**config.mk**
```make
export PLATFORM = sky130hd
export DESIGN_NAME = mpadd_seq
export DESIGN_NICKNAME = d
export VERILOG_FILES = /design/src/rtl/mpadd_seq.sv
export SDC_FILE = /design/constraint.sdc
export NUM_CORES = 1
export LEC_CHECK = 0
export CORE_ASPECT_RATIO = 1.25
export CORE_MARGIN = 1.5
export CORE_UTILIZATION = 53
export CTS_BUF_LIST = sky130_fd_sc_hd__clkbuf_8
export DETAILED_ROUTE_END_ITERATION = 10
export PLACE_DENSITY = 0.82
export SLEW_MARGIN = 5
export SYNTH_ARGS = -nofsm -noshare
export SYNTH_HDL_FRONTEND = slang
export SYNTH_HIERARCHICAL = 1
export SYNTH_SLANG_ARGS = --single-unit
export TNS_END_PERCENT = 50
```
**constraint.sdc**
```tcl
create_clock -name clk -period 5.65 [get_ports clk]
set_clock_uncertainty 0.2 [all_clocks]
set_input_delay 1.13 -clock clk [delete_from_list [all_inputs] [get_ports clk]]
set_output_delay 1.13 -clock clk [all_outputs]
set_load 0.05 [all_outputs]
```
**src/rtl/mpadd_seq.sv**
```systemverilog
// rtl/mpadd_seq.sv - multi-precision add sequencer over a shared P-bit ripple adder (nbitfa).
// Optional signed-overflow output enabled by defining MPADD_OVF_EN.

module nbitfa #(
  parameter int N = 6
) (
  output logic [N-1:0] sum,
  output logic         cout,
  input  logic [N-1:0] a,
  input  logic [N-1:0] b,
  input  logic         cin
);
  always_comb begin
    logic [N:0] c;
    c    = '0;
    c[0] = cin;
    sum  = '0;
    for (int i = 0; i < N; i++) begin
      sum[i]   = a[i] ^ b[i] ^ c[i];
      c[i + 1] = (a[i] & b[i]) | (c[i] & (a[i] ^ b[i]));
    end
    cout = c[N];
  end
endmodule

module mpadd_seq #(
  parameter int P = 6,
  parameter int K = 4
) (
  input  logic           clk,
  input  logic           rst_n,
  input  logic           start,
  input  logic [P*K-1:0] a,
  input  logic [P*K-1:0] b,
  input  logic           cin,
  output logic           busy,
  output logic           done,
  output logic [P*K-1:0] sum,
  output logic           cout
`ifdef MPADD_OVF_EN
  ,
  output logic           ovf
`endif
);
  localparam int W  = P * K;
  localparam int IW = (K > 1) ? $clog2(K) : 1;

  typedef enum logic [1:0] {
    IDLE = 2'd0,
    RUN  = 2'd1,
    DONE = 2'd2
  } state_t;

  state_t          state_q, state_d;
  logic [W-1:0]    op_a_q, op_a_d;
  logic [W-1:0]    op_b_q, op_b_d;
  logic            carry_q, carry_d;
  logic [IW-1:0]   idx_q, idx_d;
  logic [W-1:0]    sum_q, sum_d;
  logic            cout_q, cout_d;

  logic [P-1:0]    fa_sum;
  logic            fa_cout;
  logic            last_chunk;
  logic            accept;

  nbitfa #(.N(P)) u_fa (
    .sum  (fa_sum),
    .cout (fa_cout),
    .a    (op_a_q[idx_q*P +: P]),
    .b    (op_b_q[idx_q*P +: P]),
    .cin  (carry_q)
  );

  assign last_chunk = (idx_q == IW'(K - 1));
  assign accept     = (state_q == IDLE) && start;

  always_comb begin
    state_d = state_q;
    op_a_d  = op_a_q;
    op_b_d  = op_b_q;
    carry_d = carry_q;
    idx_d   = idx_q;
    sum_d   = sum_q;
    cout_d  = cout_q;
    case (state_q)
      IDLE: begin
        if (start) begin
          op_a_d  = a;
          op_b_d  = b;
          carry_d = cin;
          idx_d   = '0;
          sum_d   = '0;
          cout_d  = 1'b0;
          state_d = RUN;
        end
      end
      RUN: begin
        sum_d[idx_q*P +: P] = fa_sum;
        carry_d             = fa_cout;
        if (last_chunk) begin
          cout_d  = fa_cout;
          state_d = DONE;
        end else begin
          idx_d = idx_q + 1'b1;
        end
      end
      DONE:    state_d = IDLE;
      default: state_d = IDLE;
    endcase
  end

  always_ff @(posedge clk or negedge rst_n) begin
    if (!rst_n) begin
      state_q <= IDLE;
      op_a_q  <= '0;
      op_b_q  <= '0;
      carry_q <= 1'b0;
      idx_q   <= '0;
      sum_q   <= '0;
      cout_q  <= 1'b0;
    end else begin
      state_q <= state_d;
      op_a_q  <= op_a_d;
      op_b_q  <= op_b_d;
      carry_q <= carry_d;
      idx_q   <= idx_d;
      sum_q   <= sum_d;
      cout_q  <= cout_d;
    end
  end

  assign busy = (state_q == RUN);
  assign done = (state_q == DONE);
  assign sum  = sum_q;
  assign cout = cout_q;

`ifdef MPADD_OVF_EN
  // Two's-complement overflow judged from the MSB chunk the adder is producing now.
  logic ovf_q, ovf_d;

  always_comb begin
    ovf_d = ovf_q;
    if (accept) begin
      ovf_d = 1'b0;
    end else if ((state_q == RUN) && last_chunk) begin
      ovf_d = (op_a_q[W-1] == op_b_q[W-1]) && (fa_sum[P-1] != op_a_q[W-1]);
    end
  end

  always_ff @(posedge clk or negedge rst_n) begin
    if (!rst_n) ovf_q <= 1'b0;
    else        ovf_q <= ovf_d;
  end

  assign ovf = ovf_q;
`endif
endmodule
```
# Word-level counts from Yosys, hierarchy flattened
# Cells that the tools add are included.
[word_totals]
ff_bits = 78
in_bits = 52
out_inout_bits = 27
[classes]
shift = 4
mux = 14
eq_ne = 6
bitwise = 30
n_reduce_logical = 7
n_mul = 1
addsub = 2
[op_table]
columns = ["cell", "count"]
rows = [
  ["$pmux 24 s2", 1],
  ["$shiftx 24x6->6", 2],
  ["$neg 5->34", 1],
  ["$shift 6x34->24 const A", 1],
  ["$shiftx 6x34->24", 1],
  ["$bwmux 24", 1],
  ["$mux 24", 1],
  ["$and 1x1->1", 12],
  ["$xor 1x1->1", 12],
  ["$mux 2", 4],
  ["$pmux 2 s2", 2],
  ["$or 1x1->1", 6],
  ["$reduce_and 2->1", 3],
  ["$reduce_and 3->1", 2],
  ["$eq 2x2->1 const B", 2],
  ["$mul 2x2->4 const B", 1],
  ["$ne 2x2->1 const B", 2],
  ["$pmux 1 s2", 2],
  ["$mux 1", 3],
  ["$add 2x1->2 const B", 1],
  ["$eq 2x1->1 const B", 1],
  ["$logic_not 2->1", 1],
  ["$ne 2x1->1 const B", 1],
  ["$reduce_bool 2->1", 1],
]

# Logic depth before layout (Yosys ltp)
# Gate-level depths: netlist (run 1).
[depth]
word_depth = 17
ltp_mapped = 16

# Modules after synthesis
# The synthesis (run 1) kept the hierarchy.
[by_module_without_submodules]
columns = ["mod", "seq_area_each_um2", "n_inst", "area_per_inst_um2", "cells_per_inst"]
rows = [
  ["mpadd_seq", 1951.9, 1, 3691.0, 263],
  ["nbitfa", 0.0, 1, 157.7, 16],
]

# Worst setup path before layout (run 1)
# Ideal clock, no wire load.
[synth_path]
kind = "register -> register"
from = "register idx_q[0]"
to = "register sum_q[15], in the netlist sum[15]"
setup_time_ns = 0.067
setup_slack_ns = 1.245
n_path_buf = 2
path_stages_with_launch = 17
arrival_time_ns = 4.138
t_required_ns = 5.383
path_cell_list = "dfrtp_1 > buf_4 > buf_6 > mux4_2 > fa_1 > inv_1 > fa_1 > inv_1 > fa_1 > fa_1 > fa_1 > inv_1 > fa_1 > inv_1 > mux2i_1 > a211oi_1 > a22o_1"
[synth_between]
elab_chain_len = 17
[synth_lines]
columns = ["item", "line", "rtl"]
rows = [
  ["start: declaration", "58", "logic [IW-1:0] idx_q, idx_d;"],
  ["start signal: assignment", "127", "idx_q <= idx_d;"],
  ["$mul 2x2->4 (*)", "70, 71", ""],
  ["$shiftx 24x6->6, on equally long branches", "70, 71", ""],
  ["$xor 1x1->1", "20", "c[i + 1] = (a[i] & b[i]) | (c[i] & (a[i] ^ b[i]));"],
  ["$and 1x1->1", "20", ""],
  ["$or 1x1->1", "20", ""],
  ["$and 1x1->1", "20", ""],
  ["$or 1x1->1", "20", ""],
  ["$and 1x1->1", "20", ""],
  ["(+2 left out)", "--", ""],
  ["$or 1x1->1", "20", ""],
  ["$and 1x1->1", "20", ""],
  ["$or 1x1->1", "20", ""],
  ["$xor 1x1->1 (*)", "19", "sum[i] = a[i] ^ b[i] ^ c[i];"],
  ["named net fa_sum[5]", "62", "logic [P-1:0] fa_sum;"],
  ["$shiftx 6x34->24 (*)", "99", "sum_d[idx_q*P +: P] = fa_sum;"],
  ["$bwmux 24 (*)", "99", ""],
  ["$pmux 24 s2 (*)", "86", "case (state_q)"],
  ["end signal: assignment", "128", "sum_q <= sum_d;"],
  ["end: declaration", "59", "logic [W-1:0] sum_q, sum_d;"],
]
# Mark *: on every way through the listed nets, which the timed path passes. The rest lies on a longest branch.
# A chain may end at the register's enable or synchronous reset.

# Worst setup path after layout (run 1)
# Same ends and word-level chain as after synthesis.

==> summary.txt, run 1 <==
Setup path
  • Crit Reg-Reg Startpoint: idx_q[0]
  • Crit Path Category: reg -> reg
  • Worst reg2reg endpoint: sum[15]
  • Worst Path Required: 5740 ps
  • Largest driver fanout on the critical path: 9
  • Startpoint Class: flop
  • Setup slack, reg-to-reg: slightly above 900 ps
  • Data arrival time at the worst-slack endpoint: 4830 ps
  • Number of cells traversed by the worst register-to-register path: 14
  • Critical Path End Type: flop

STA
  • Ratio of final minimum period to clock period: around 84%
  • Unrepaired setup endpoints after global routing: no
  • Count of final setup violators: 0
  • Max-slew headroom: between 30% and 40%
  • Achievable clock frequency: 0.211 GHz
  • Minimum period implied by the final worst setup slack: ~4700 ps
  • Transition at the pin with the smallest max-transition slack: roughly 940 ps
  • Final max-slew violation count: 0
  • Hold Violations, Final: 0
  • TNS Setup: 0 ps

Synthesis
  • Fraction of the yosys area taken by sequential cells: between 50 and 60%
  • Flops & latches, synth: 78
  • Count of unique library cells instantiated by Yosys: 45
  • Synth Area in Compound Gates: 10.3%
  • Leading post-synthesis cells by cell area: dfrtp_1 51%, mux2_2 14%, mux4_2 7.0%
  • Share of Yosys cell area claimed by the top area cell type: 50.7%
  • Simple-Gate Fraction of Synth Area: 7.12%
  • Number of instances in the synthesized netlist: roughly 280
  • Cell accounting for the most synthesized area: dfrtp_1
  • Asr flop ratio synth: 100%
  • Yosys warnings: 6
  • Mux contribution to synthesized area: 21.9%
  • Syn_nets: 342
  • Post-synthesis adder-cell area fraction: about 4.7%
  • Mean cell area of the mapped netlist: 13.8 µm²
  • Count of flip-flops with a built-in enable after synthesis: 0
  • Most frequently used flop master after synthesis: dfrtp_1
  • Combinational family with the most area after synthesis: multiplexers
  • Area share of xor/xnor cells in the synthesized design: 0%
  • Total standard cell area after synthesis: 3850 µm²

Floorplanning
  • Core area: around 7000 µm²
  • Number of placement rows: 34
  • Overall die height: 98.3 µm
  • Initial Util: 55.2%
  • Top Ports: 79
  • Overall die area: 7790 µm²
  • Die X: 79.2 µm

Finish
  • Layout net count: 418
  • Fraction of final layout cells with drive strength greater than 1: 24.2%
  • Syn-to-layout area delta: 26.5%
  • Number of antenna repair diodes: 0
  • Layout Cell Area excl Fill: between 4000 and 5000 µm²

GRT
  • Pin count of the biggest net entering global routing: between 70 and 80
  • Vias in the first global route: ~2,800
  • GRT Util Overall: 23.3%
  • Leftover overflow at the end of global routing: 0
  • Number of antenna violations at the first check in global routing: 0
  • First-pass GRT wire length: 13,700 µm

Clock tree
  • Count of hold buffers inserted by post-cts repair: 0
  • CTS H-Tree Depth: 3
  • Number of gates given a new drive strength after cts: 0
  • Clock transition at the register clock pins on the worst setup and hold paths after CTS: about 80 ps
  • Number of buffers inserted by post-CTS setup repair: 0
  • Total clock sinks: 78
  • Number of buffers between clock root and the deepest sink: 2
  • Skew-Pair Late Insertion Delay: 360 ps
  • Clock Root Buffer: clkbuf_8
  • Inserted Clock Buffers: 9
  • TritonCTS clock tree: built

Flow run
  • Max-cap violation count: 0

Placed design
  • Half-perimeter wire length of the detailed placement result: 6120 µm
  • Number of port buffers: 78
  • Post-detailed-placement cell area: around 4600 µm²
  • Final GP Congestion: 0.878

Drt
  • First-pass DRT Iterations: 4
  • Antenna violation net count after detailed routing: 0
  • Initial DRC count: 265
  • Number of remaining DRC errors: 0
  • WL/cell: 18.5 µm
  • Final wirelength: between 8000 and 9000 µm
  • Vias after detailed routing: 2,632
  • Vias/cell: between 5 and 6

Worst hold path
  • Worst hold path class: reg -> reg
  • Startpoint of the worst hold path: cout
  • Hold Path End: cout
  • Worst hold path cell count: 1

Run status
  • Outcome: finished, final reports clean
metrics by stage:
stage          util, %  hold slack [ps]  worst slack (ps)  cells
6_report          69.8              291               910    450
5_1_grt           69.8              322               666    450
4_1_cts           69.8              300               930    450
3_5_place_dp      66.4              285               972    434
3_3_place_gp      66.4              269              1090    434
2_1_floorplan        -              275              1240    279
metal layers:
metal / track usage (%) / part of all wire, % / vias up
li1: - / - / 1185
met1: 28.5 / 40 / 1347
met2: 40.8 / 54 / 84
met3: 3.93 / 3.9 / 16
met4: 8.64 / 2.0 / 0
met5: 0 / 0 / -
Yosys cell counts (4+ instances only):
cell / instances
a22o_1: 9
ha_1: 5
and3_1: 5
mux2_2: 49
buf_2: 5
nor2b_1: 5
inv_1: 18
a21o_1: 5
buf_6: 8
a21oi_1: 4
mux4_2: 12
nand3_1: 4
o2bb2ai_1: 12
nand3b_1: 5
dfrtp_1: 78
nand2_1: 5
fa_1: 6
nor3b_1: 4
sequential cells by signal, summed over array words and instances, names as in the netlist:
signal / count
op_a_q: 24
op_b_q: 24
sum: 24
idx_q: 2
state_q: 2
carry_q: 1
cout: 1
layout by cell type (no fill, tap or decap), drive strengths merged, types with 5 or more instances in the layout:
cell type / Yosys / routed
nand2: 5 / 5
nor3b: 5 / 5
clkbuf: 2 / 10
nor2b: 5 / 5
fa: 6 / 6
buf: 15 / 5
ha: 5 / 5
o2bb2ai: 12 / 12
mux4: 12 / 12
mux2: 49 / 49
clkdlybuf4s50: 0 / 77
inv: 18 / 19
dfrtp: 78 / 78
and3: 5 / 5
nand3b: 5 / 5
a21o: 5 / 5
a21oi: 5 / 5
a22o: 9 / 9
cell type report:
type                    count  area, µm²
repair buffers             82        808
clock inverters             6       93.8
clock buffers              10        138
well taps                  90        113
inverters                  18       67.6
multi-input cells         166       1700
fillers                   504       2110
flip-flops and latches     78       1950
kinds of logic after synthesis:
| logic type | after synthesis |
|---|---|
| simple gates | 41 |
| flops | 78 |
| compound gates | 51 |
| buf+inv | 35 |
| fa+ha+maj | 11 |
| mux | 63 |
how the worst max path moves through the flow:
stage | from | endpoint | slack [ps]
3_3_place_gp | idx_q[0] | sum[15] | 1090
4_1_cts | idx_q[0] | sum[15] | 930
2_1_floorplan | idx_q[0] | sum[15] | 1240
5_1_grt | idx_q[0] | sum[23] | 670
3_5_place_dp | idx_q[0] | sum[15] | 970
6_report | idx_q[0] | sum[15] | 910
critical path: stages (launching register included):
cell and delay (ps):
dfrtp_1 640, mux4_2 580, fa_1 430, inv_1 90, fa_1 190, inv_1 60, fa_1 390, fa_1 400
fa_1 370, inv_1 80, fa_1 400, inv_1 150, mux2i_1 100, a211oi_1 410, a22o_1 190
Power of run 1 is left out: the tool's default activity adds up to more than one toggle a clock period on the data nets, which glitch-free logic cannot reach.
==> run 2: changes to the inputs <==
==> constraint.sdc (replaced) <==
create_clock -name clk -period 4.6 [get_ports clk]
set_clock_uncertainty 0.2 [all_clocks]
set_input_delay 0.92 -clock clk [delete_from_list [all_inputs] [get_ports clk]]
set_output_delay 0.92 -clock clk [all_outputs]
set_load 0.05 [all_outputs]
==> run 2 against run 1 <==
  * Non-clock buffer count rose by 3
  * Sequential cell count did not move
  * Highest routed layer unchanged
  * Core utilization fell by 0.072 points
  * First-iteration DRC count fell by 43%
  * Sequential share of layout area barely moved
  * Critical endpoint is now sum[22]
  * Worst setup slack got worse by 650 ps
  * Register-to-register slack got worse by 650 ps
  * Fmax rose by 9.2%
==> summary.txt, run 2 (synthesis gave the netlist of run 1 again) <==
Drt
  • Vias/cell: between 5 and 6
  • Initial DRC count: 150
  • Number of remaining DRC errors: 0
  • Antenna violation net count after detailed routing: 0
  • Vias after detailed routing: roughly 2,600
  • WL/cell: 17.6 µm
  • Final wirelength: 7980 µm
  • First-pass DRT Iterations: 4

Finish
  • Syn-to-layout area delta: 26.3%
  • Most common cell after layout, fill and taps aside: dfrtp_1
  • Filler Cell Count: ~520
  • Number of antenna repair diodes: 0
  • Layout Cell Area excl Fill: between 4000 and 5000 µm²
  • Fraction of final layout cells with drive strength greater than 1: 24.8%
  • Top library cells by usage in the layout, fill and taps aside: 78 x dfrtp_1, 77 x clkdlybuf4s50_1, 49 x mux2_2
  • Layout net count: 421
  • Final instance count without filler cells: 453

Setup path
  • Crit Path Category: reg -> reg
  • Setup slack, reg-to-reg: roughly 260 ps
  • Worst Path Required: 4610 ps
  • WP buf/inv: 2
  • Max incr delay on CP: 650 ps
  • Data arrival time at the worst-slack endpoint: 4350 ps
  • Critical Path End Type: flop
  • Startpoint Class: flop
  • CP max stage cell: a311oi_1
  • Most used cell along the critical path: fa_1
  • Kind of cell with the highest combined delay on the critical path: adder cells
  • Cell chain of the critical path: mux4_2 > fa_1 > inv_1 > fa_1 > inv_1 > fa_1 > fa_1 > fa_1 > nor4bb_1 > a311oi_1 > o2bb2ai_1
  • Largest driver fanout on the critical path: 6

Clock tree
  • Clock transition at the register clock pins on the worst setup and hold paths after CTS: 80 ps
  • CTS H-Tree Depth: 3
  • Number of buffers between clock root and the deepest sink: 2
  • TritonCTS clock tree: built
  • Total clock sinks: 78
  • Inserted Clock Buffers: 9
  • Clock Root Buffer: clkbuf_8
  • Skew-Pair Late Insertion Delay: 350 ps

Floorplanning
  • Overall die height: roughly 98 µm
  • Number of placement rows: 34
  • Top Ports: 79
  • Overall die area: 7790 µm²
  • Die X: 79.2 µm
  • Initial Util: 55.2%
  • Core area: 6980 µm²

GRT
  • Vias in the first global route: 2,710
  • GRT Util Overall: 22.8%
  • Pin count of the biggest net entering global routing: 79
  • First-pass GRT wire length: 13,300 µm
  • Leftover overflow at the end of global routing: 0
  • Number of antenna violations at the first check in global routing: 0

STA
  • TNS Setup: 0 ps
  • Hold Violations, Final: 0
  • Unrepaired setup endpoints after global routing: no
  • Transition at the pin with the smallest max-transition slack: 941 ps
  • Max-slew headroom: 37.2%
  • Achievable clock frequency: 0.230 GHz
  • Ratio of final minimum period to clock period: 94.4%
  • Final max-slew violation count: 0
  • Count of final setup violators: 0
  • Minimum period implied by the final worst setup slack: roughly 4300 ps

Run status
  • Outcome: finished, final reports clean

Placed design
  • Number of port buffers: 78
  • Final GP Congestion: 0.871
  • Half-perimeter wire length of the detailed placement result: 5990 µm
  • Inst Count DP: 437
  • Post-detailed-placement cell area: 4660 µm²

Worst hold path
  • Worst hold path class: reg -> reg

Flow run
  • Max-cap violation count: 0
-- run 2: cell types whose count changed in the layout (fill, tap and decap cells not counted) --
cell	delta
clkinv_2	+2
bufinv_16	-1
a211oi_1	-1
a211oi_2	+1
clkinv_4	-1
inv_1	+1
buf_4	+3
clkinvlp_4	-1
-- run 2: final cells by class --
class	count	area, µm²	area share (%)
flip-flops and latches	78	1950	40.1
well taps	90	113	2.32
clock buffers	10	138	2.83
repair buffers	85	831	17.1
multi-input cells	166	1700	35.0
inverters	18	67.6	1.39
clock inverters	6	61.3	1.26
-- run 2: worst paths after layout --
kind / depth (start not counted) / startpoint / end
max in group asynchronous: 1 / rst_n / idx_q[0]
hold / removal: 1 / sum[14] / sum[14]
min in group asynchronous: 1 / rst_n / sum[6]
setup reg to reg: 11 / idx_q[0] / sum[22]
setup / recovery: 11 / idx_q[0] / sum[22]
hold reg to reg: 1 / sum[14] / sum[14]
-- run 2: what timing repair did --
item | in CTS | in global routing
endpoints found under the setup margin | 0 | 3
buffers inserted | 0 | 0
hold buffers | 0 | 0
gates resized for setup | 0 | 1
-- run 2: per-stage QoR --
step	setup WS (ps)	utilization [%]	hold slack, ps
final	258	69.7	292
after global routing	25.1	69.7	307
after CTS	148	69.6	295
after detailed placement	167	66.8	273
after global placement	283	66.8	267
after floorplan	195	-	275
-- run 2: metal layers --
metal / track usage [%] / part of all wire [%] / routed length, µm
met1: 27.9 / 41 / 3240
met2: 38.5 / 52 / 4140
met3: 5.33 / 4.3 / 341
met4: 9.18 / 3.3 / 265
met5: 0 / 0 / 0
Power of run 2 is left out for the same reason.
==> run 3: changes to the inputs <==
--- a/config.mk
+++ b/config.mk
@@ -5,12 +5,12 @@
 export SDC_FILE = /design/constraint.sdc
 export NUM_CORES = 1
 export LEC_CHECK = 0
-export CORE_ASPECT_RATIO = 1.25
+export ABC_AREA = 1
 export CORE_MARGIN = 1.5
-export CORE_UTILIZATION = 53
+export CORE_UTILIZATION = 54
 export CTS_BUF_LIST = sky130_fd_sc_hd__clkbuf_8
 export DETAILED_ROUTE_END_ITERATION = 10
-export PLACE_DENSITY = 0.82
+export PLACE_DENSITY = 0.83
 export SLEW_MARGIN = 5
 export SYNTH_ARGS = -nofsm -noshare
 export SYNTH_HDL_FRONTEND = slang
==> run 3 against run 2 <==
  * Register-to-register slack better by 100 ps
  * Fmax is 2.4% higher
  * Worst setup slack better by 100 ps
  * Cell count is 49% higher
  * Clock-buffer cell count is 1 higher
  * Largest cell class unchanged
  * Non-clock buffer count is 1 lower
  * Via count is 37% higher
==> summary.txt, run 3 <==
Floorplanning
  • Die X: around 89 µm
  • Number of placement rows: 31
  • Top Ports: 79
  • Overall die area: 7940 µm²
  • Core area: 7210 µm²
  • Overall die height: a little under 90 µm
  • Initial Util: 55.5%

Clock tree
  • Total clock sinks: 78
  • Number of gates given a new drive strength after cts: 0
  • Number of buffers inserted by post-CTS setup repair: 0
  • CTS H-Tree Depth: 3
  • Count of hold buffers inserted by post-cts repair: 0
  • Clock Root Buffer: clkbuf_8
  • Inserted Clock Buffers: 9
  • Clock transition at the register clock pins on the worst setup and hold paths after CTS: 80 ps
  • Skew-Pair Late Insertion Delay: 350 ps
  • Number of buffers between clock root and the deepest sink: 2
  • TritonCTS clock tree: built

Finish
  • Syn-to-layout area delta: 25.4%
  • Most common cell after layout, fill and taps aside: nand2_1
  • Number of antenna repair diodes: 0
  • Final instance count without filler cells: about 670
  • Fraction of final layout cells with drive strength greater than 1: 9.22%
  • Top library cells by usage in the layout, fill and taps aside: 216 x nand2_1, 78 x dfrtp_1, 77 x clkdlybuf4s50_1
  • Layout net count: 634

Setup path
  • Cell chain of the critical path: buf_4 > o21ai_0 > o22ai_1 > fa_1 > inv_1 > fa_1 > inv_1 > fa_1 > fa_1 > fa_1 > inv_1 > fa_1 > inv_1 > nand2_1 > nor2_1 > nand4_1 > nand2_1 > nand2_1 > nand2_1
  • Launch point of the critical path: idx_q[0]
  • Capturing instance or port of the critical path: sum[5]
  • Max incr delay on CP: about 480 ps
  • Crit. path cell count: 19
  • WP buf/inv: 5
  • Worst Path Required: ~4700 ps
  • CP max stage cell: dfrtp_1
  • Worst reg2reg endpoint: sum[5]
  • Number of cells traversed by the worst register-to-register path: 19
  • Startpoint Class: flop
  • Crit Path Category: reg -> reg
  • Critical Path End Type: flop
  • Crit Reg-Reg Startpoint: idx_q[0]
  • Data arrival time at the worst-slack endpoint: between 4000 and 5000 ps
  • Largest driver fanout on the critical path: 13
  • Most used cell along the critical path: fa_1
  • Setup slack, reg-to-reg: 360 ps
  • Kind of cell with the highest combined delay on the critical path: adder cells

STA
  • Ratio of final minimum period to clock period: 92.2%
  • Final max-slew violation count: 0
  • Unrepaired setup endpoints after global routing: no
  • Transition at the pin with the smallest max-transition slack: 983 ps
  • Minimum period implied by the final worst setup slack: 4240 ps
  • Achievable clock frequency: 0.236 GHz
  • Count of final setup violators: 0
  • Hold Violations, Final: 0
  • Max-slew headroom: 34.5%
  • TNS Setup: 0 ps

Drt
  • First-pass DRT Iterations: 6
  • Vias/cell: 5.26
  • Vias after detailed routing: 3,545
  • Final wirelength: 9370 µm
  • WL/cell: 13.9 µm
  • Number of remaining DRC errors: 0
  • Initial DRC count: ~220
  • Antenna violation net count after detailed routing: 0

Flow run
  • Max-cap violation count: 0

Synthesis
  • Asr flop ratio synth: between 90% and 100%
  • Commonest cells in the netlist: 216 x nand2_1, 78 x dfrtp_1, 34 x nor2_1
  • Cell accounting for the most synthesized area: dfrtp_1
  • Count of flip-flops with a built-in enable after synthesis: 0
  • Share of Yosys cell area claimed by the top area cell type: 48.7%
  • Total standard cell area after synthesis: 4010 µm²
  • Number of instances in the synthesized netlist: 500
  • Count of unique library cells instantiated by Yosys: 34
  • Most frequently used flop master after synthesis: dfrtp_1
  • Flops & latches, synth: 78
  • Mean cell area of the mapped netlist: 8.01 µm²
  • Leading post-synthesis cells by cell area: dfrtp_1 49%, nand2_1 20%, o21ai_0 3.9%
  • Top-count cell post-synth: nand2_1
  • Fraction of the yosys area taken by sequential cells: roughly 49%
  • Syn_nets: approximately 560
  • Yosys warnings: 6

Worst hold path
  • Worst hold path class: reg -> reg

GRT
  • GRT Util Overall: 26.2%
  • Vias in the first global route: 3,499
  • First-pass GRT wire length: 15,900 µm
  • Pin count of the biggest net entering global routing: 79
  • Number of antenna violations at the first check in global routing: 0
  • Leftover overflow at the end of global routing: 0

Pwr
  • Max VDD drop: 0.316 mV
  • Power density of the placed cells: 823 nW/µm²
  • Leakage power summed over all cells: 2.47 nW

Placed design
  • Number of port buffers: 78
  • Inst Count DP: 659
  • Half-perimeter wire length of the detailed placement result: between 6000 and 7000 µm
  • Final GP Congestion: 0.871

Run status
  • Outcome: finished, final reports clean
run 3: cell count changes in the layout (fill, tap and decap cells not counted), moves of 12 or more:
cell       before  now
o21ai_0         3   31
mux2_2         49    0
nand2_1         5  216
nor2_1          2   34
o2bb2ai_1      12    0
nand3_1         4   19
mux4_2         12    0
run 3: how the worst min path moves through the flow:
stage,to,slack (ps),cells past startpoint,start
2_1_floorplan,op_a_q[12],240,2,op_a_q[12]
3_3_place_gp,op_b_q[13],250,2,op_b_q[13]
3_5_place_dp,op_a_q[15],260,2,op_a_q[15]
4_1_cts,op_a_q[15],280,2,op_a_q[15]
5_1_grt,sum[4],300,2,sum[4]
6_report,op_b_q[15],270,2,op_b_q[15]
run 3: worst register-to-register path, stage by stage (launching register included):
cell and delay (ps):
dfrtp_1 480, buf_4 220, o21ai_0 180, o22ai_1 120
fa_1 400, inv_1 90, fa_1 160, inv_1 50
fa_1 380, fa_1 390, fa_1 370, inv_1 70
fa_1 400, inv_1 90, nand2_1 60, nor2_1 160
nand4_1 120, nand2_1 120, nand2_1 50, nand2_1 50
run 3: layout make-up:
| type | instances | area (µm²) |
|---|---|---|
| Inverter | 27 | 109 |
| Clock inverter | 4 | 70.1 |
| Fill cell | 604 | 2190 |
| Multi-Input combinational cell | 371 | 1790 |
| Tap cell | 99 | 124 |
| Timing Repair Buffer | 84 | 823 |
| Clock buffer | 11 | 151 |
| Sequential cell | 78 | 1950 |
run 3: cells by family (layout without fill, tap and decap cells):
logic type	count (synthesis)	after routing	share of synthesized area (%)
fa+ha+maj	11	11	4.56
buf+inv	51	126	6.53
compound gates	71	71	10.4
simple gates	289	289	29.8
flops	78	78	48.7
run 3: per-stage QoR:
step	hold WS (ps)	utilization [%]	area (µm²)	worst slack, ps	power, mW
3_3_place_gp	250	66.5	4800	549	3.48
3_5_place_dp	258	66.5	4800	447	3.55
6_report	271	69.6	5020	361	4.13
5_1_grt	302	69.6	5020	91.7	4.49
2_1_floorplan	237	-	4010	530	2.93
4_1_cts	276	69.6	5020	414	4.12
run 3: power by group:
part / switching, mW / leakage [nW] / total (mW) / internal [mW]
Sequential: 0.187 / 1.00 / 1.15 / 0.963
Combinational: 1.63 / 1.35 / 2.41 / 0.787
Clock: 0.240 / 0.115 / 0.570 / 0.330
run 3: metal layers:
layer / wire length (µm) / GRT usage, % / part of all wire (%) / vias to the layer above
li1: - / - / - / 1730
met1: 4170 / 33.6 / 45 / 1669
met2: 4520 / 43.1 / 48 / 125
met3: 492 / 7.02 / 5.3 / 21
met4: 181 / 9.65 / 1.9 / 0
met5: 0 / 0 / 0 / -
No activity file was read; power rests on OpenSTA's default activity.
